File: config.mk
export PLATFORM = sky130hd
export DESIGN_NAME = cmac_test_ctrl
export DESIGN_NICKNAME = d
export VERILOG_FILES = /design/src/rtl/cmac_test_ctrl.sv
export SDC_FILE = /design/constraint.sdc
export NUM_CORES = 1
export LEC_CHECK = 0
export BUFFER_PORTS_ARGS = -buffer_cell sky130_fd_sc_hd__buf_4
export CORE_MARGIN = 1.5
export CORE_UTILIZATION = 37
export DETAILED_ROUTE_END_ITERATION = 10
export GPL_TIMING_DRIVEN = 0
export HOLD_SLACK_MARGIN = 0.12
export PLACE_DENSITY = 0.6
export SLEW_MARGIN = 20
export SYNTH_ARGS = -nofsm -noshare
export SYNTH_HDL_FRONTEND = slang
export SYNTH_SLANG_ARGS = --single-unit
File: constraint.sdc
create_clock -name init_clk -period 3.74 [get_ports init_clk]
set_clock_uncertainty 0.15 [all_clocks]
set_input_delay 0.561 -clock init_clk [delete_from_list [all_inputs] [get_ports init_clk]]
set_output_delay 0.561 -clock init_clk [all_outputs]
set_load 0.1 [all_outputs]
File: src/rtl/cmac_test_ctrl.sv
// Per-port CMAC test sequencer: reset -> GT lock -> alignment -> LBUS restart
// -> traffic, with timeouts, driven by GPIO start/abort levels and reporting a
// 16-bit status word back to software.
//
// state       | meaning
// ------------+----------------------------------------------------------
// IDLE        | parked, CMAC held in reset, waiting for a start edge
// RESET       | sys_reset held for RESET_CYCLES
// WAIT_LOCK   | waiting for rx_gt_locked, LOCK_TIMEOUT guard
// WAIT_ALIGN  | waiting for rx_aligned, ALIGN_TIMEOUT guard
// RESTART     | lbus_tx_rx_restart pulsed for RESTART_CYCLES
// RUN         | traffic running, monitoring alignment and data errors
// DONE        | single-shot run passed, waiting for start or abort
// FAIL        | run failed (err holds cause), waiting for start or abort
module cmac_test_ctrl #(
  parameter int unsigned RESET_CYCLES   = 64,
  parameter int unsigned RESTART_CYCLES = 8,
  parameter logic [31:0] LOCK_TIMEOUT   = 32'd10000000,
  parameter logic [31:0] ALIGN_TIMEOUT  = 32'd10000000,
  parameter logic [31:0] RUN_TIMEOUT    = 32'd100000000
) (
  input  logic        init_clk,
  input  logic        sys_rstn,
  input  logic        cmd_start,
  input  logic        cmd_abort,
  input  logic        cmd_loopback,
  input  logic        cmd_continuous,
  input  logic        rx_gt_locked,
  input  logic        rx_aligned,
  input  logic        tx_done,
  input  logic        rx_done,
  input  logic        rx_data_fail,
  output logic        sys_reset,
  output logic        loopback_en,
  output logic        lbus_tx_rx_restart,
  output logic        send_continuous_pkts,
  output logic [15:0] status
);

  typedef enum logic [2:0] {
    ST_IDLE       = 3'd0,
    ST_RESET      = 3'd1,
    ST_WAIT_LOCK  = 3'd2,
    ST_WAIT_ALIGN = 3'd3,
    ST_RESTART    = 3'd4,
    ST_RUN        = 3'd5,
    ST_DONE       = 3'd6,
    ST_FAIL       = 3'd7
  } state_t;

  localparam logic [2:0] ERR_NONE      = 3'd0;
  localparam logic [2:0] ERR_LOCK      = 3'd1;
  localparam logic [2:0] ERR_ALIGN     = 3'd2;
  localparam logic [2:0] ERR_ALIGN_RUN = 3'd3;
  localparam logic [2:0] ERR_DATA      = 3'd4;
  localparam logic [2:0] ERR_RUN       = 3'd5;

  // Timer terminal counts: a state lasts exactly N cycles when it exits at N-1.
  localparam logic [31:0] RESET_LAST   = 32'(RESET_CYCLES) - 32'd1;
  localparam logic [31:0] RESTART_LAST = 32'(RESTART_CYCLES) - 32'd1;
  localparam logic [31:0] LOCK_LAST    = LOCK_TIMEOUT - 32'd1;
  localparam logic [31:0] ALIGN_LAST   = ALIGN_TIMEOUT - 32'd1;
  localparam logic [31:0] RUN_LAST     = RUN_TIMEOUT - 32'd1;

  logic [8:0] async_in;
  logic [8:0] sync_meta;
  logic [8:0] sync_q;
  logic       s_start, s_abort, s_loopback, s_continuous;
  logic       s_locked, s_aligned, s_tx_done, s_rx_done, s_data_fail;
  logic       s_start_d;
  logic       start_edge;

  state_t      state, state_next;
  logic [31:0] timer;
  logic        lb_q, lb_next;
  logic        cont_q, cont_next;
  logic        pass_q, pass_next;
  logic        fail_q, fail_next;
  logic [2:0]  err_q, err_next;
  logic [6:0]  pass_count, pc_next;
  logic        tx_seen, rx_seen;
  logic        busy;

  assign async_in = {cmd_start, cmd_abort, cmd_loopback, cmd_continuous,
                     rx_gt_locked, rx_aligned, tx_done, rx_done, rx_data_fail};
  assign {s_start, s_abort, s_loopback, s_continuous,
          s_locked, s_aligned, s_tx_done, s_rx_done, s_data_fail} = sync_q;
  assign start_edge = s_start & ~s_start_d;

  // Two-flop synchronisers for GPIO levels and CMAC status LEDs, plus start edge delay.
  always_ff @(posedge init_clk or negedge sys_rstn) begin
    if (!sys_rstn) begin
      sync_meta <= '0;
      sync_q    <= '0;
      s_start_d <= 1'b0;
    end else begin
      sync_meta <= async_in;
      sync_q    <= sync_meta;
      s_start_d <= s_start;
    end
  end

  // State, flags, per-run latches and the state timer.
  always_ff @(posedge init_clk or negedge sys_rstn) begin
    if (!sys_rstn) begin
      state      <= ST_IDLE;
      timer      <= '0;
      lb_q       <= 1'b0;
      cont_q     <= 1'b0;
      pass_q     <= 1'b0;
      fail_q     <= 1'b0;
      err_q      <= ERR_NONE;
      pass_count <= '0;
      tx_seen    <= 1'b0;
      rx_seen    <= 1'b0;
    end else begin
      state      <= state_next;
      timer      <= (state_next != state) ? 32'd0 : timer + 32'd1;
      lb_q       <= lb_next;
      cont_q     <= cont_next;
      pass_q     <= pass_next;
      fail_q     <= fail_next;
      err_q      <= err_next;
      pass_count <= pc_next;
      if (state_next == ST_RUN && state != ST_RUN) begin
        tx_seen <= 1'b0;
        rx_seen <= 1'b0;
      end else if (state == ST_RUN) begin
        tx_seen <= tx_seen | s_tx_done;
        rx_seen <= rx_seen | s_rx_done;
      end
    end
  end

  // Next-state and flag updates; abort overrides everything and keeps the flags.
  always_comb begin
    state_next = state;
    lb_next    = lb_q;
    cont_next  = cont_q;
    pass_next  = pass_q;
    fail_next  = fail_q;
    err_next   = err_q;
    pc_next    = pass_count;
    if (s_abort) begin
      state_next = ST_IDLE;
    end else begin
      case (state)
        ST_IDLE, ST_DONE, ST_FAIL: begin
          if (start_edge) begin
            state_next = ST_RESET;
            lb_next    = s_loopback;
            cont_next  = s_continuous;
            pass_next  = 1'b0;
            fail_next  = 1'b0;
            err_next   = ERR_NONE;
          end
        end
        ST_RESET: begin
          if (timer == RESET_LAST) state_next = ST_WAIT_LOCK;
        end
        ST_WAIT_LOCK: begin
          if (s_locked) begin
            state_next = ST_WAIT_ALIGN;
          end else if (timer == LOCK_LAST) begin
            state_next = ST_FAIL;
            fail_next  = 1'b1;
            err_next   = ERR_LOCK;
          end
        end
        ST_WAIT_ALIGN: begin
          if (s_aligned) begin
            state_next = ST_RESTART;
          end else if (timer == ALIGN_LAST) begin
            state_next = ST_FAIL;
            fail_next  = 1'b1;
            err_next   = ERR_ALIGN;
          end
        end
        ST_RESTART: begin
          if (timer == RESTART_LAST) state_next = ST_RUN;
        end
        ST_RUN: begin
          if (s_data_fail) begin
            state_next = ST_FAIL;
            fail_next  = 1'b1;
            err_next   = ERR_DATA;
          end else if (!s_aligned) begin
            state_next = ST_FAIL;
            fail_next  = 1'b1;
            err_next   = ERR_ALIGN_RUN;
          end else if (!cont_q) begin
            if ((tx_seen | s_tx_done) && (rx_seen | s_rx_done)) begin
              state_next = ST_DONE;
              pass_next  = 1'b1;
              pc_next    = (pass_count == 7'd127) ? pass_count : pass_count + 7'd1;
            end else if (timer == RUN_LAST) begin
              state_next = ST_FAIL;
              fail_next  = 1'b1;
              err_next   = ERR_RUN;
            end
          end
        end
        default: state_next = ST_IDLE;
      endcase
    end
  end

  assign busy = (state == ST_RESET) || (state == ST_WAIT_LOCK) || (state == ST_WAIT_ALIGN) ||
                (state == ST_RESTART) || (state == ST_RUN);

  // Registered CMAC controls decoded from the next state so they change with the state.
  always_ff @(posedge init_clk or negedge sys_rstn) begin
    if (!sys_rstn) begin
      sys_reset            <= 1'b1;
      loopback_en          <= 1'b0;
      lbus_tx_rx_restart   <= 1'b0;
      send_continuous_pkts <= 1'b0;
      status               <= '0;
    end else begin
      sys_reset            <= (state_next == ST_IDLE) || (state_next == ST_RESET);
      loopback_en          <= lb_next && (state_next != ST_IDLE) && (state_next != ST_RESET);
      lbus_tx_rx_restart   <= (state_next == ST_RESTART);
      send_continuous_pkts <= (state_next == ST_RUN) && cont_next;
      status               <= {pass_count, err_q, fail_q, pass_q, busy, state};
    end
  end

endmodule

======== After elaboration in Yosys (flattened, before gate mapping) ========
Cells that the tools add are included.
storage, ports and cells
  register bits ........................... 90
  bits of input ports ..................... 11
  output and inout bits ................... 20
  word-level logic and storage cells ...... 129
operators by class
  add/sub/neg operators ................... 2
  equal/unequal tests ..................... 30
  multiplexer cells ....................... 50
  bitwise logic cells ..................... 8
  reduce and logical (&&, ||, !) cells .... 21
operators by type and width
  operator               count
  $mux 3                 22
  $add 32x1->32 const B  1
  $eq 32x24->1 const B   1
  $eq 32x27->1 const B   1
  $eq 32x3->1 const B    1
  $eq 32x6->1 const B    1
  $mux 32                1
  $mux 1                 23
  $eq 3x3->1 const B     6
  $pmux 3 s6             1
  $ne 2x2->1 const B     8
  $reduce_and 7->1       2
  $pmux 3 s4             1
  $reduce_and 10->1      1
  $ne 4x4->1 const B     2
  $reduce_and 8->1       1
  $add 7x1->7 const B    1
  $eq 7x7->1 const B     1
  $eq 3x1->1 const B     2
  $eq 3x2->1 const B     2
  $logic_not 3->1        2
  $logic_and 1x1->1      5
  $logic_or 1x1->1       5
  $not 1->1              5
  other kinds (13)       15

======== Logic depth before layout (Yosys ltp) ========
Gate-level depths: netlist of the first run.
  word-level depth ........................ 11
  depth in mapped cells ................... 9
  mapped depth without buffers ............ 7

======== Least setup slack after synthesis of the first run ========
Ideal clock, no wire load.
  kind .................................... reg-to-reg
  start ................................... register timer[15]
  end ..................................... register timer[22]
  setup time .............................. 0.143 ns
  data arrival time ....................... 2.389 ns
  required time ........................... 3.447 ns
  slack ................................... 1.058 ns
  cell stages (with the launch flop) ...... 8
  path buffers ............................ 2
  period minus slack after synthesis ...... 2.682 ns
  path through ............................ dfrtp_1 -> or4_4 -> or4_4 -> a2111oi_4 -> and2_1 -> buf_2 -> buf_4 -> nor4_2
between the ends
  cells in the longest elaborated chain, start to end .. 10
  elaborated cells between the ends (all ways) .. 19
  classes of those cells .................. add/sub (1); eq/ne (5); mux (13)
ends and longest elaborated chain
  item                      line  source
  start: declaration        74    logic [31:0] timer;
  start signal: assignment  118   timer <= (state_next != state) ? 32'd0 : timer + 32'd1;
  $eq 32x27->1              196   end else if (timer == RUN_LAST) begin
  $mux 3                    196
  $mux 3                    192   if ((tx_seen | s_tx_done) && (rx_seen | s_rx_done)) begin
  $mux 3                    191   end else if (!cont_q) begin
  $mux 3                    187   end else if (!s_aligned) begin
  $mux 3                    183   if (s_data_fail) begin
  $pmux 3 s6                147   case (state)
  $mux 3                    144   if (s_abort) begin
  $ne 3x3->1                118
  $mux 32 (*)               118
Mark *: on every way between the ends. The rest lies on a longest branch, timed or not.
A chain may end at the register's enable or synchronous reset.

======== Final worst setup path of the first run ========
  start ................................... register timer[28]
  end ..................................... register timer[29]
Same word-level chain as after synthesis.

==> results of run 1 <==
-- layout make-up --
class                      instances  area (µm²)
buffer                            17         116
clock buffer                      10         239
clock inverter                     6        78.8
fill                            1006        6030
inverter                          12        45.0
multi-input combinational        237        1820
sequential                        90        2250
tap                              140         175
timing repair buffer              30         229
-- cells in the mapped netlist, drive strengths merged (3+ instances only) --
cell type / number
a2111oi: 3
a21oi: 8
a31oi: 3
and3: 4
buf: 11
clkbuf: 6
dfrtp: 89
inv: 12
mux2: 6
nand2: 22
nand2b: 4
nand3: 16
nand4: 15
nor2: 24
nor3: 12
nor4: 40
nor4b: 4
o21ai: 6
xnor2: 18
xor2: 18
-- worst paths after layout --
check,to,slack [ns],cells past startpoint
worst max-delay path,timer[29],0.51,7
worst max register to register,timer[29],0.51,7
worst min register to register,sync_q[7],0.20,0
worst min-delay path,status[10],0.12,1
min in group init_clk,sync_meta[1],0.16,1
max in group asynchronous,timer[9],2.78,1
-- metrics by stage --
| step | util, % | setup WS, ns | cell area (µm²) | hold slack [ns] | instances |
|---|---|---|---|---|---|
| after floorplan | - | 1.06 | 4230 | 0.115 | 356 |
| after global placement | 42.2 | 0.512 | 4630 | 0.183 | 526 |
| after detailed placement | 42.2 | 0.528 | 4630 | 0.186 | 526 |
| after CTS | 45.0 | 0.483 | 4950 | 0.162 | 542 |
| after global routing | 45.1 | 0.338 | 4960 | 0.158 | 542 |
| final | 45.1 | 0.509 | 4960 | 0.123 | 542 |
-- power by group through the flow --
stage	Clock [mW]	Sequential (mW)	Combinational (mW)
floorplan	0	1.46	0.612
global placement	0	1.18	1.15
detailed placement	0	1.19	1.15
CTS	0.979	1.17	1.16
global route	1.02	1.18	1.25
finish	0.961	1.17	1.16
-- cell usage in the layout (no fill, tap or decap), types with 8 or more instances in the layout --
cell type                   netlist  routed
sky130_fd_sc_hd__a21oi_1          8       8
sky130_fd_sc_hd__buf_4            3      32
sky130_fd_sc_hd__clkbuf_16        0       9
sky130_fd_sc_hd__dfrtp_1         89      89
sky130_fd_sc_hd__inv_1           12      12
sky130_fd_sc_hd__nand2_1         22      22
sky130_fd_sc_hd__nand3_1         16      16
sky130_fd_sc_hd__nand4_1         13      13
sky130_fd_sc_hd__nor2_1          24      24
sky130_fd_sc_hd__nor3_1          12      11
sky130_fd_sc_hd__nor4_2          32      32
sky130_fd_sc_hd__xnor2_1         18      18
sky130_fd_sc_hd__xor2_1          18      18
-- flip-flops by register name, indices dropped and copies added, names as in the netlist, 3 cells and up --
name,flops
err_q,3
status,16
timer,32
pass_count,7
sync_meta,9
state,3
sync_q,9
-- critical path: cells and delay by family, from the launching register on --
family | cells | cell delay [ns]
AOI/OAI and AO/OA | 2 | 1.01
and+or+nand+nor | 4 | 1.21
buffers and inverters | 1 | 0.27
DFF | 1 | 0.44
-- metal layers --
| layer | track usage (%) | wire, µm | part of all wire (%) |
|---|---|---|---|
| met5 | 0 | 0 | 0 |
| met4 | 4.17 | 124 | 1.4 |
| met3 | 3.73 | 303 | 3.5 |
| met2 | 24.9 | 4140 | 47 |
| met1 | 21.6 | 4160 | 48 |
-- logic make-up after synthesis --
group                      Yosys count
and+or+nand+nor                    156
DFF                                 90
AOI/OAI and AO/OA                   36
xor gates and xnor gates            36
buffers and inverters               29
muxes                                7
adders and majority gates            2
==> impl_metrics.sql, run 1 <==
INSERT INTO impl_metrics (metric_group, metric, value, unit) VALUES
('sta', 'maxSlewHeadroom', '33.0', '%'),
('status', 'status', 'complete, no violations', ''),
('synth', 'post-synth-top-area-fraction', '52.7', '%'),
('setup_path', 'crit_path_top_delay_cell', 'sky130_fd_sc_hd__a2111oi_2', ''),
('synth', 'synth_ff_type', 'sky130_fd_sc_hd__dfrtp_1', ''),
('power_and_ir_drop', 'internal', '1.95', 'mW'),
('synth', 'synth_area_in_xor_xnor', '7.46', '%'),
('setup_path', 'cp_cell_sequence', 'nor4_4 > nand4_2 > nor4_4 > a2111oi_4 > a2111oi_2 > buf_6 > nor4_2', ''),
('power_and_ir_drop', 'power.clock.fraction', '29.2', '%'),
('placement', 'placement.io_buffers', '30', ''),
('setup_path', 'arrival', '3.28', 'ns'),
('clock_tree', 'clkLatencyLatePin', '0.35', 'ns'),
('global_routing', 'grt_pass1_wl', '14400', 'µm'),
('die', 'chipHeight', '110', 'µm'),
('synth', 'synth_cell_types', '54', ''),
('final_layout', 'area_growth', '17.2', '%'),
('setup_path', 'timing.critical_path.mode_cell', 'sky130_fd_sc_hd__nor4_4', ''),
('power_and_ir_drop', 'seq_power_share', '35.5', '%'),
('sta', 'post-route-period-util', '86.4', '%'),
('final_layout', 'n_antenna_cell', '0', ''),
('die', 'io_pins', '31', ''),
('synth', 'synth_area_leaders', 'sky130_fd_sc_hd__dfrtp_1, sky130_fd_sc_hd__nor4_2, sky130_fd_sc_hd__xnor2_1', ''),
('setup_path', 'crit_path_start_kind', 'flop', ''),
('placement', 'gp_congestion', '0.857', ''),
('setup_path', 'critical_path.endpoint_type', 'flop', ''),
('sta', 'finalCriticalPeriod', '3.23', 'ns'),
('clock_tree', 'clock_tree.buffer_depth', '2', ''),
('synth', 'synthAdderAreaFrac', '0.592', '%'),
('power_and_ir_drop', 'swShare', '40.6', '%'),
('detailed_routing', 'antenna_left', '0', ''),
('power_and_ir_drop', 'pwr_density_cell', '664', 'mW/mm²'),
('sta', 'final_max_slew_viol_count', '0', ''),
('clock_tree', 'cts_repair_resize_count', '0', ''),
('clock_tree', 'hold_buffers', '0', ''),
('sta', 'sum_of_negative_setup_slack', '0', 'ns'),
('clock_tree', 'htree_levels', '3', ''),
('die', 'starting_density_of_the_core', '38.5', '%'),
('setup_path', 'worst-setup-path-type', 'reg2reg', ''),
('power_and_ir_drop', 'power_switching', '1.34', 'mW'),
('synth', 'asyncSetResetFlopFracSynth', '100', '%'),
('synth', 'number_of_warnings_issued_by_yosys', '0', ''),
('power_and_ir_drop', 'p_leak', '2.08', 'nW'),
('synth', 'syn-cell-area', '0.00423', 'mm²'),
('synth', 'multiplexer_share_of_the_synthesized_area', '1.83', '%'),
('global_routing', 'grt_util_all_layers', '15.8', '%'),
('sta', 'worst_pin_slew', '1.00', 'ns'),
('clock_tree', 'clkSinkCount', '90', ''),
('synth', 'synth_compound_gate_area_share', '6.48', '%'),
('clock_tree', 'post-cts-setup-buffer-count', '0', ''),
('power_and_ir_drop', 'design_power_total', '3.29', 'mW'),
('setup_path', 'critPathMaxStageDelay', '0.93', 'ns'),
('synth', 'synth.largest_area_cell', 'sky130_fd_sc_hd__dfrtp_1', ''),
('synth', 'ys_seq_elements', '90', ''),
('clock_tree', 'ctsRootBufferMaster', 'sky130_fd_sc_hd__clkbuf_16', ''),
('synth', 'number_of_synthesized_flops_with_an_enable_pin', '0', ''),
('setup_path', 'reg2reg_from', 'timer[28]', ''),
('sta', 'report.final.setup_viol', '0', ''),
('worst_hold_path', 'min-delay-path-class', 'in2async', ''),
('detailed_routing', 'drcViolationCount', '0', ''),
('clock_tree', 'cts_tree', 'built', ''),
('setup_path', 'crit_path_start', 'timer[28]', ''),
('die', 'fp.coreArea', '0.0110', 'mm²'),
('global_routing', 'grt_max_degree', '91', ''),
('sta', 'unrepaired_setup_endpoints_after_global_routing', 'false', ''),
('setup_path', 'worst_ep_required_time', '3.79', 'ns'),
('flow_run', 'drv_cap', '0', ''),
('synth', 'ys_seq_area_share', '53.3', '%'),
('setup_path', 'critical_path.max_fanout', '10', ''),
('global_routing', 'grt_overflow_total', '0', ''),
('synth', 'synth_top_family_by_area', 'simple AND/OR/NAND/NOR gates', ''),
('synth', 'netlist_instances', '356', '');
No activity file was read; power rests on OpenSTA's default activity.
==> run 2, diff against run 1 <==
Settings changed: CTS_BUF_LIST set to sky130_fd_sc_hd__clkbuf_8.
Clock period 3.74 ns to 3.7 ns, I/O delays scaled along.
==> run 2 against run 1 <==
Register-to-register slack hardly changed. Count of clock-buffer cells in the layout unchanged. Wire length decreased by 2.4%. Sequential share of layout area grew 0.76 points. Worst hold slack got worse by 0.045 ns. Via count decreased by 0.66%. Sequential power about the same. Worst setup slack worse by 0.0012 ns. Critical path type unchanged.
==> impl_metrics.sql, run 2 (synthesis results as in run 1) <==
INSERT INTO impl_metrics (metric_group, metric, value, unit) VALUES
('status', 'status', 'complete, no violations', ''),
('placement', 'post-dp-hpwl', '5830', 'µm'),
('detailed_routing', 'total_number_of_vias', '2881', ''),
('setup_path', 'critPathMaxStageDelay', '0.93', 'ns'),
('final_layout', 'largest_registers', 'timer x32, status x16', ''),
('flow_run', 'drv_cap', '0', ''),
('setup_path', 'arrival', '3.26', 'ns'),
('final_layout', 'largest_register_ff_count', '32', ''),
('clock_tree', 'clock_tree.buffer_depth', '2', ''),
('sta', 'finalCriticalPeriod', '3.19', 'ns'),
('sta', 'unrepaired_setup_endpoints_after_global_routing', 'false', ''),
('final_layout', 'registers.top_by_ff_count', 'timer', ''),
('die', 'starting_density_of_the_core', '38.5', '%'),
('setup_path', 'cp_cell_sequence', 'nor4_1 > nand3_1 > nor4_4 > a2111oi_4 > a2111oi_2 > buf_6 > nor4_2', ''),
('sta', 'post-route-period-util', '86.3', '%'),
('sta', 'sum_of_negative_setup_slack', '0', 'ns'),
('worst_hold_path', 'min-delay-path-class', 'in2async', ''),
('final_layout', 'n_antenna_cell', '0', ''),
('die', 'io_pins', '31', ''),
('die', 'chipHeight', '110', 'µm'),
('placement', 'gp_congestion', '0.857', ''),
('die', 'rows', '38', ''),
('setup_path', 'critical_path.max_fanout', '10', ''),
('detailed_routing', 'detailroute.wirelength.met2', '3970', 'µm'),
('die', 'design.die.area', '0.0121', 'mm²'),
('sta', 'final_max_slew_viol_count', '0', ''),
('clock_tree', 'clkLatencyLatePin', '0.36', 'ns'),
('detailed_routing', 'drcViolationCount', '0', ''),
('placement', 'dp_cells', '526', ''),
('sta', 'hold_violations', '0', ''),
('detailed_routing', 'antenna_left', '0', ''),
('final_layout', 'layoutNonFillerInstCount', '544', ''),
('setup_path', 'cp_top_family', 'simple AND/OR/NAND/NOR gates', ''),
('die', 'die-width', '110', 'µm'),
('sta', 'maxSlewHeadroom', '33.2', '%'),
('clock_tree', 'clkSinkCount', '90', ''),
('clock_tree', 'cts_inserted_buffers', '9', ''),
('power_and_ir_drop', 'p_leak', '2.04', 'nW'),
('final_layout', 'mostFrequentLayoutCell', 'sky130_fd_sc_hd__dfrtp_1', ''),
('global_routing', 'grt_max_degree', '91', ''),
('global_routing', 'grt_pass1_wl', '14000', 'µm'),
('sta', 'worst_pin_slew', '1.00', 'ns'),
('setup_path', 'critical_path.endpoint_type', 'flop', ''),
('clock_tree', 'htree_levels', '3', ''),
('sta', 'maxClockFrequency', '0.313', 'GHz'),
('final_layout', 'layout_common_cells', 'sky130_fd_sc_hd__dfrtp_1, sky130_fd_sc_hd__buf_4, sky130_fd_sc_hd__nor4_2, sky130_fd_sc_hd__nor2_1, sky130_fd_sc_hd__nand2_1', ''),
('global_routing', 'grt_util_all_layers', '15.3', '%'),
('clock_tree', 'cts_tree', 'built', ''),
('detailed_routing', 'totalWireLength', '8520', 'µm'),
('detailed_routing', 'detail_route.first_pass.iterations', '4', ''),
('power_and_ir_drop', 'pwr_density_cell', '632', 'mW/mm²'),
('setup_path', 'worstRegToRegCells', '7', ''),
('clock_tree', 'clk_pin_slew_worst_paths', '0.10', 'ns'),
('die', 'fp.coreArea', '0.0110', 'mm²'),
('global_routing', 'grt_overflow_total', '0', ''),
('final_layout', 'area_growth', '15.3', '%'),
('detailed_routing', 'met1Wirelength', '4160', 'µm'),
('final_layout', 'share_of_cells_above_drive_strength_1', '27.2', '%'),
('sta', 'finalHoldWorstSlack', '0.0783', 'ns'),
('detailed_routing', 'vias_per_cell', '5.30', ''),
('detailed_routing', 'initialDrtViolationCount', '122', ''),
('setup_path', 'critical_path.n_buffers_inverters', '1', ''),
('clock_tree', 'ctsRootBufferMaster', 'sky130_fd_sc_hd__clkbuf_8', ''),
('global_routing', 'grt_pass1_vias', '2773', ''),
('setup_path', 'worst_ep_required_time', '3.77', 'ns'),
('detailed_routing', 'detailroute.wirelength.met3', '274', 'µm'),
('sta', 'report.final.setup_viol', '0', ''),
('global_routing', 'initial_antenna_violation_count', '0', ''),
('detailed_routing', 'routed.top_layer', 'met4', ''),
('setup_path', 'crit_path_top_delay_cell', 'sky130_fd_sc_hd__a2111oi_2', ''),
('setup_path', 'crit_path_start_kind', 'flop', ''),
('final_layout', 'fill_cells', '1016', ''),
('final_layout', 'finalNetCount', '412', ''),
('placement', 'placement.io_buffers', '30', ''),
('clock_tree', 'cts_repair_resize_count', '0', ''),
('setup_path', 'worst-setup-path-type', 'reg2reg', ''),
('detailed_routing', 'avgRoutedWirePerCell', '15.7', 'µm'),
('power_and_ir_drop', 'power.ir.vdd_worst', '0.485', 'mV'),
('setup_path', 'path_depth', '7', '');
-- run 2: cell types whose count changed in the layout (fill, tap and decap cells not counted) --
cell	delta
sky130_fd_sc_hd__dlygate4sd3_1	+2
sky130_fd_sc_hd__clkbuf_8	+9
sky130_fd_sc_hd__clkbuf_16	-9
-- run 2: layer usage --
metal	up-vias	GRT usage [%]
li1	1385	-
met2	45	23.5
met5	-	0
met3	12	3.50
met4	0	5.29
met1	1439	21.1
-- run 2: final timing paths --
| check | start | slack [ns] | endpoint |
|---|---|---|---|
| max in group asynchronous | sys_rstn | 2.73 | timer[20] |
| min reg2reg | sync_meta[7] | 0.20 | sync_q[7] |
| min in group init_clk | cmd_start | 0.14 | sync_meta[8] |
| max | timer[21] | 0.51 | timer[29] |
| min | sys_rstn | 0.08 | status[10] |
| max reg2reg | timer[21] | 0.51 | timer[29] |
-- run 2: area by class of cell --
class	count	area, µm²	share of cell area [%]
Sequential cell	90	2250	46.2
Buffer	17	116	2.39
Multi-Input combinational cell	237	1820	37.3
Timing Repair Buffer	32	249	5.11
Inverter	12	45.0	0.924
Clock buffer	10	138	2.82
Clock inverter	6	78.8	1.62
Tap cell	140	175	3.59
-- run 2: report_power, final --
| part | internal, mW | switching [mW] | total, mW |
|---|---|---|---|
| sequential | 1.10 | 0.0765 | 1.18 |
| combinational | 0.314 | 0.856 | 1.17 |
| clock | 0.347 | 0.385 | 0.732 |
| total | 1.76 | 1.32 | 3.08 |
-- run 2: what timing repair did --
action,in CTS,in global routing
hold buffers,0,2
endpoints found under the hold margin,0,2
setup buffers,0,0
endpoints found under the setup margin,0,0
-- run 2: per-stage QoR --
stage,worst slack [ns],area [µm²],power [mW],util (%)
4_1_cts,0.449,4850,3.10,44.1
3_3_place_gp,0.472,4630,2.36,42.2
6_report,0.508,4870,3.08,44.4
5_1_grt,0.286,4870,3.24,44.4
2_1_floorplan,1.02,4230,2.10,-
3_5_place_dp,0.488,4630,2.37,42.2
==> run 3, diff against run 2 <==
Settings changed: CELL_PAD_IN_SITES_DETAIL_PLACEMENT set to 1, CELL_PAD_IN_SITES_GLOBAL_PLACEMENT set to 2, PLACE_DENSITY 0.6 to 0.82.
==> run 3 against run 2 <==
Utilization rose by 0.22 points. Sequential power about the same. Wire length grew 16%. Combinational power barely moved. Clock power fell by 16%. Global-route usage rose by 3.0 points. Via count is 4.3% higher. Final area rose by 0.49%. First-iteration DRC count rose by 4.9%. Total power fell by 2.7%. Final cell count rose by 1.3%. Critical path type unchanged. Critical endpoint is now timer[26]. Highest routed layer unchanged.
==> impl_metrics.sql, run 3 (synthesis results as in run 1) <==
INSERT INTO impl_metrics (metric_group, metric, value, unit) VALUES
('die', 'chipHeight', '110', 'µm'),
('setup_path', 'crit_end', 'timer[26]', ''),
('sta', 'maxSlewHeadroom', '35.6', '%'),
('worst_hold_path', 'min-delay-path-class', 'in2async', ''),
('clock_tree', 'clkLatencyLatePin', '0.37', 'ns'),
('setup_path', 'critical_path.endpoint_type', 'flop', ''),
('placement', 'post-dp-hpwl', '6840', 'µm'),
('placement', 'placement.io_buffers', '30', ''),
('power_and_ir_drop', 'internal', '1.67', 'mW'),
('die', 'design.die.area', '0.0121', 'mm²'),
('detailed_routing', 'total_number_of_vias', '3004', ''),
('die', 'die-width', '110', 'µm'),
('clock_tree', 'ctsRootBufferMaster', 'sky130_fd_sc_hd__clkbuf_8', ''),
('final_layout', 'n_antenna_cell', '0', ''),
('clock_tree', 'htree_levels', '3', ''),
('setup_path', 'worstRegToRegCells', '7', ''),
('final_layout', 'mostFrequentLayoutCell', 'sky130_fd_sc_hd__dfrtp_1', ''),
('power_and_ir_drop', 'seq_power_share', '39.6', '%'),
('global_routing', 'grt_max_degree', '91', ''),
('detailed_routing', 'vias_per_cell', '5.45', ''),
('die', 'io_pins', '31', ''),
('clock_tree', 'cts_tree', 'built', ''),
('final_layout', 'largest_registers', 'timer x32, status x16', ''),
('die', 'fp.coreArea', '0.0110', 'mm²'),
('power_and_ir_drop', 'pwr_density_cell', '612', 'mW/mm²'),
('sta', 'maxClockFrequency', '0.299', 'GHz'),
('setup_path', 'worst-setup-path-type', 'reg2reg', ''),
('setup_path', 'cp_cell_sequence', 'nor4_1 > nand3_1 > nor4_4 > a2111oi_4 > a2111oi_2 > buf_6 > nor4_2', ''),
('detailed_routing', 'initialDrtViolationCount', '128', ''),
('global_routing', 'grt_util_all_layers', '18.3', '%'),
('sta', 'post-route-period-util', '90.2', '%'),
('power_and_ir_drop', 'power.clock.fraction', '20.4', '%'),
('setup_path', 'worst_ep_required_time', '3.78', 'ns'),
('clock_tree', 'clk_pin_slew_worst_paths', '0.09', 'ns'),
('die', 'rows', '38', ''),
('sta', 'worst_pin_slew', '0.965', 'ns'),
('status', 'status', 'complete, no violations', ''),
('flow_run', 'drv_cap', '0', ''),
('final_layout', 'share_of_cells_above_drive_strength_1', '26.3', '%'),
('sta', 'sum_of_negative_setup_slack', '0', 'ns'),
('detailed_routing', 'drcViolationCount', '0', ''),
('final_layout', 'largest_register_ff_count', '32', ''),
('clock_tree', 'cts_repair_resize_count', '0', ''),
('sta', 'finalCriticalPeriod', '3.34', 'ns'),
('setup_path', 'crit_path_start', 'timer[21]', ''),
('setup_path', 'critical_path.reg2reg.endpoint', 'timer[26]', ''),
('setup_path', 'critPathMaxStageDelay', '0.90', 'ns'),
('sta', 'finalHoldWorstSlack', '0.0940', 'ns'),
('setup_path', 'crit_path_start_kind', 'flop', ''),
('power_and_ir_drop', 'p_leak', '2.05', 'nW'),
('setup_path', 'reg2reg_from', 'timer[21]', ''),
('sta', 'hold_violations', '0', ''),
('final_layout', 'registers.top_by_ff_count', 'timer', ''),
('detailed_routing', 'antenna_left', '0', ''),
('power_and_ir_drop', 'power.share.combinational', '40.0', '%'),
('setup_path', 'arrival', '3.42', 'ns'),
('final_layout', 'finalNetCount', '419', ''),
('sta', 'report.final.setup_viol', '0', ''),
('power_and_ir_drop', 'power.ir.vdd_worst', '0.356', 'mV'),
('global_routing', 'grt_pass1_vias', '3136', ''),
('sta', 'final_max_slew_viol_count', '0', ''),
('die', 'starting_density_of_the_core', '38.5', '%'),
('clock_tree', 'cts_inserted_buffers', '9', ''),
('detailed_routing', 'detail_route.first_pass.iterations', '4', ''),
('setup_path', 'crit_path_top_delay_cell', 'sky130_fd_sc_hd__a2111oi_2', ''),
('final_layout', 'layout_common_cells', 'sky130_fd_sc_hd__dfrtp_1, sky130_fd_sc_hd__buf_4, sky130_fd_sc_hd__nor4_2, sky130_fd_sc_hd__nor2_1, sky130_fd_sc_hd__nand2_1', ''),
('clock_tree', 'clock_tree.buffer_depth', '2', ''),
('final_layout', 'area_growth', '15.8', '%'),
('setup_path', 'critical_path.max_fanout', '10', ''),
('global_routing', 'initial_antenna_violation_count', '0', ''),
('power_and_ir_drop', 'power_switching', '1.33', 'mW'),
('global_routing', 'grt_overflow_total', '0', ''),
('sta', 'unrepaired_setup_endpoints_after_global_routing', 'false', ''),
('detailed_routing', 'avgRoutedWirePerCell', '17.9', 'µm'),
('power_and_ir_drop', 'swShare', '44.4', '%'),
('setup_path', 'timing.reg2reg.setup_slack', '0.36', 'ns'),
('global_routing', 'grt_pass1_wl', '16400', 'µm'),
('placement', 'gp_congestion', '0.828', ''),
('detailed_routing', 'totalWireLength', '9860', 'µm'),
('clock_tree', 'clkSinkCount', '90', '');
## run 3: cell count changes in the layout (fill, tap and decap cells not counted), sizes merged
cell,before,now
dlygate4sd3,2,9
clkinv,1,2
clkbuf,16,15
bufinv,1,0
clkinvlp,0,1
## run 3: what timing repair did
item / 4_1_cts / 5_1_grt
setup buffers: 0 / 0
hold buffers: 6 / 3
hold endpoints to repair: 6 / 3
## run 3: how the worst min path moves through the flow
stage,startpoint,end,slack [ns],cells past startpoint
2_1_floorplan,sys_rstn,cont_q,0.11,0
3_3_place_gp,sync_meta[6],sync_q[6],0.18,0
3_5_place_dp,sync_meta[6],sync_q[6],0.19,0
4_1_cts,rx_data_fail,sync_meta[0],0.12,1
5_1_grt,sys_rstn,status[11],0.13,1
6_report,sys_rstn,status[12],0.09,1
## run 3: metal layers
| layer | vias up | routed length (µm) | part of all wire, % | GRT usage [%] |
|---|---|---|---|---|
| li1 | 1395 | - | - | - |
| met1 | 1552 | 4700 | 48 | 24.5 |
| met2 | 48 | 4650 | 47 | 29.1 |
| met3 | 9 | 402 | 4.1 | 5.16 |
| met4 | 0 | 109 | 1.1 | 4.73 |
| met5 | - | 0 | 0 | 0 |
## run 3: layout make-up
class                           instances  area (µm²)
Buffer                                 17         116
Clock inverter                          7        46.3
Inverter                               12        45.0
Fill cell                            1192        6080
Clock buffer                            9         124
Sequential cell                        90        2250
Tap cell                              140         175
Timing Repair Buffer                   39         319
Multi-Input combinational cell        237        1820
## run 3: power by group through the flow
stage / clock, mW / combinational, mW / sequential [mW]
2_1_floorplan: 0 / 0.619 / 1.48
3_3_place_gp: 0 / 1.18 / 1.20
3_5_place_dp: 0 / 1.20 / 1.21
4_1_cts: 0.635 / 1.21 / 1.19
5_1_grt: 0.672 / 1.29 / 1.20
6_report: 0.612 / 1.20 / 1.19
## run 3: critical path: cells and delay by family, from the launching register on
kind,cells,cell delay (ns)
DFF,1,0.43
buffers and inverters,1,0.28
AOI/OAI and AO/OA,2,0.98
and+or+nand+nor,4,1.37
## run 3: stage by stage
stage / worst slack [ns] / area [µm²] / power (mW) / cells / utilization (%)
after floorplan: 1.02 / 4230 / 2.10 / 356 / -
after global placement: 0.464 / 4630 / 2.38 / 526 / 42.2
after detailed placement: 0.419 / 4630 / 2.40 / 526 / 42.2
after CTS: 0.396 / 4860 / 3.03 / 548 / 44.2
after global routing: 0.173 / 4900 / 3.16 / 551 / 44.6
final: 0.361 / 4900 / 3.00 / 551 / 44.6
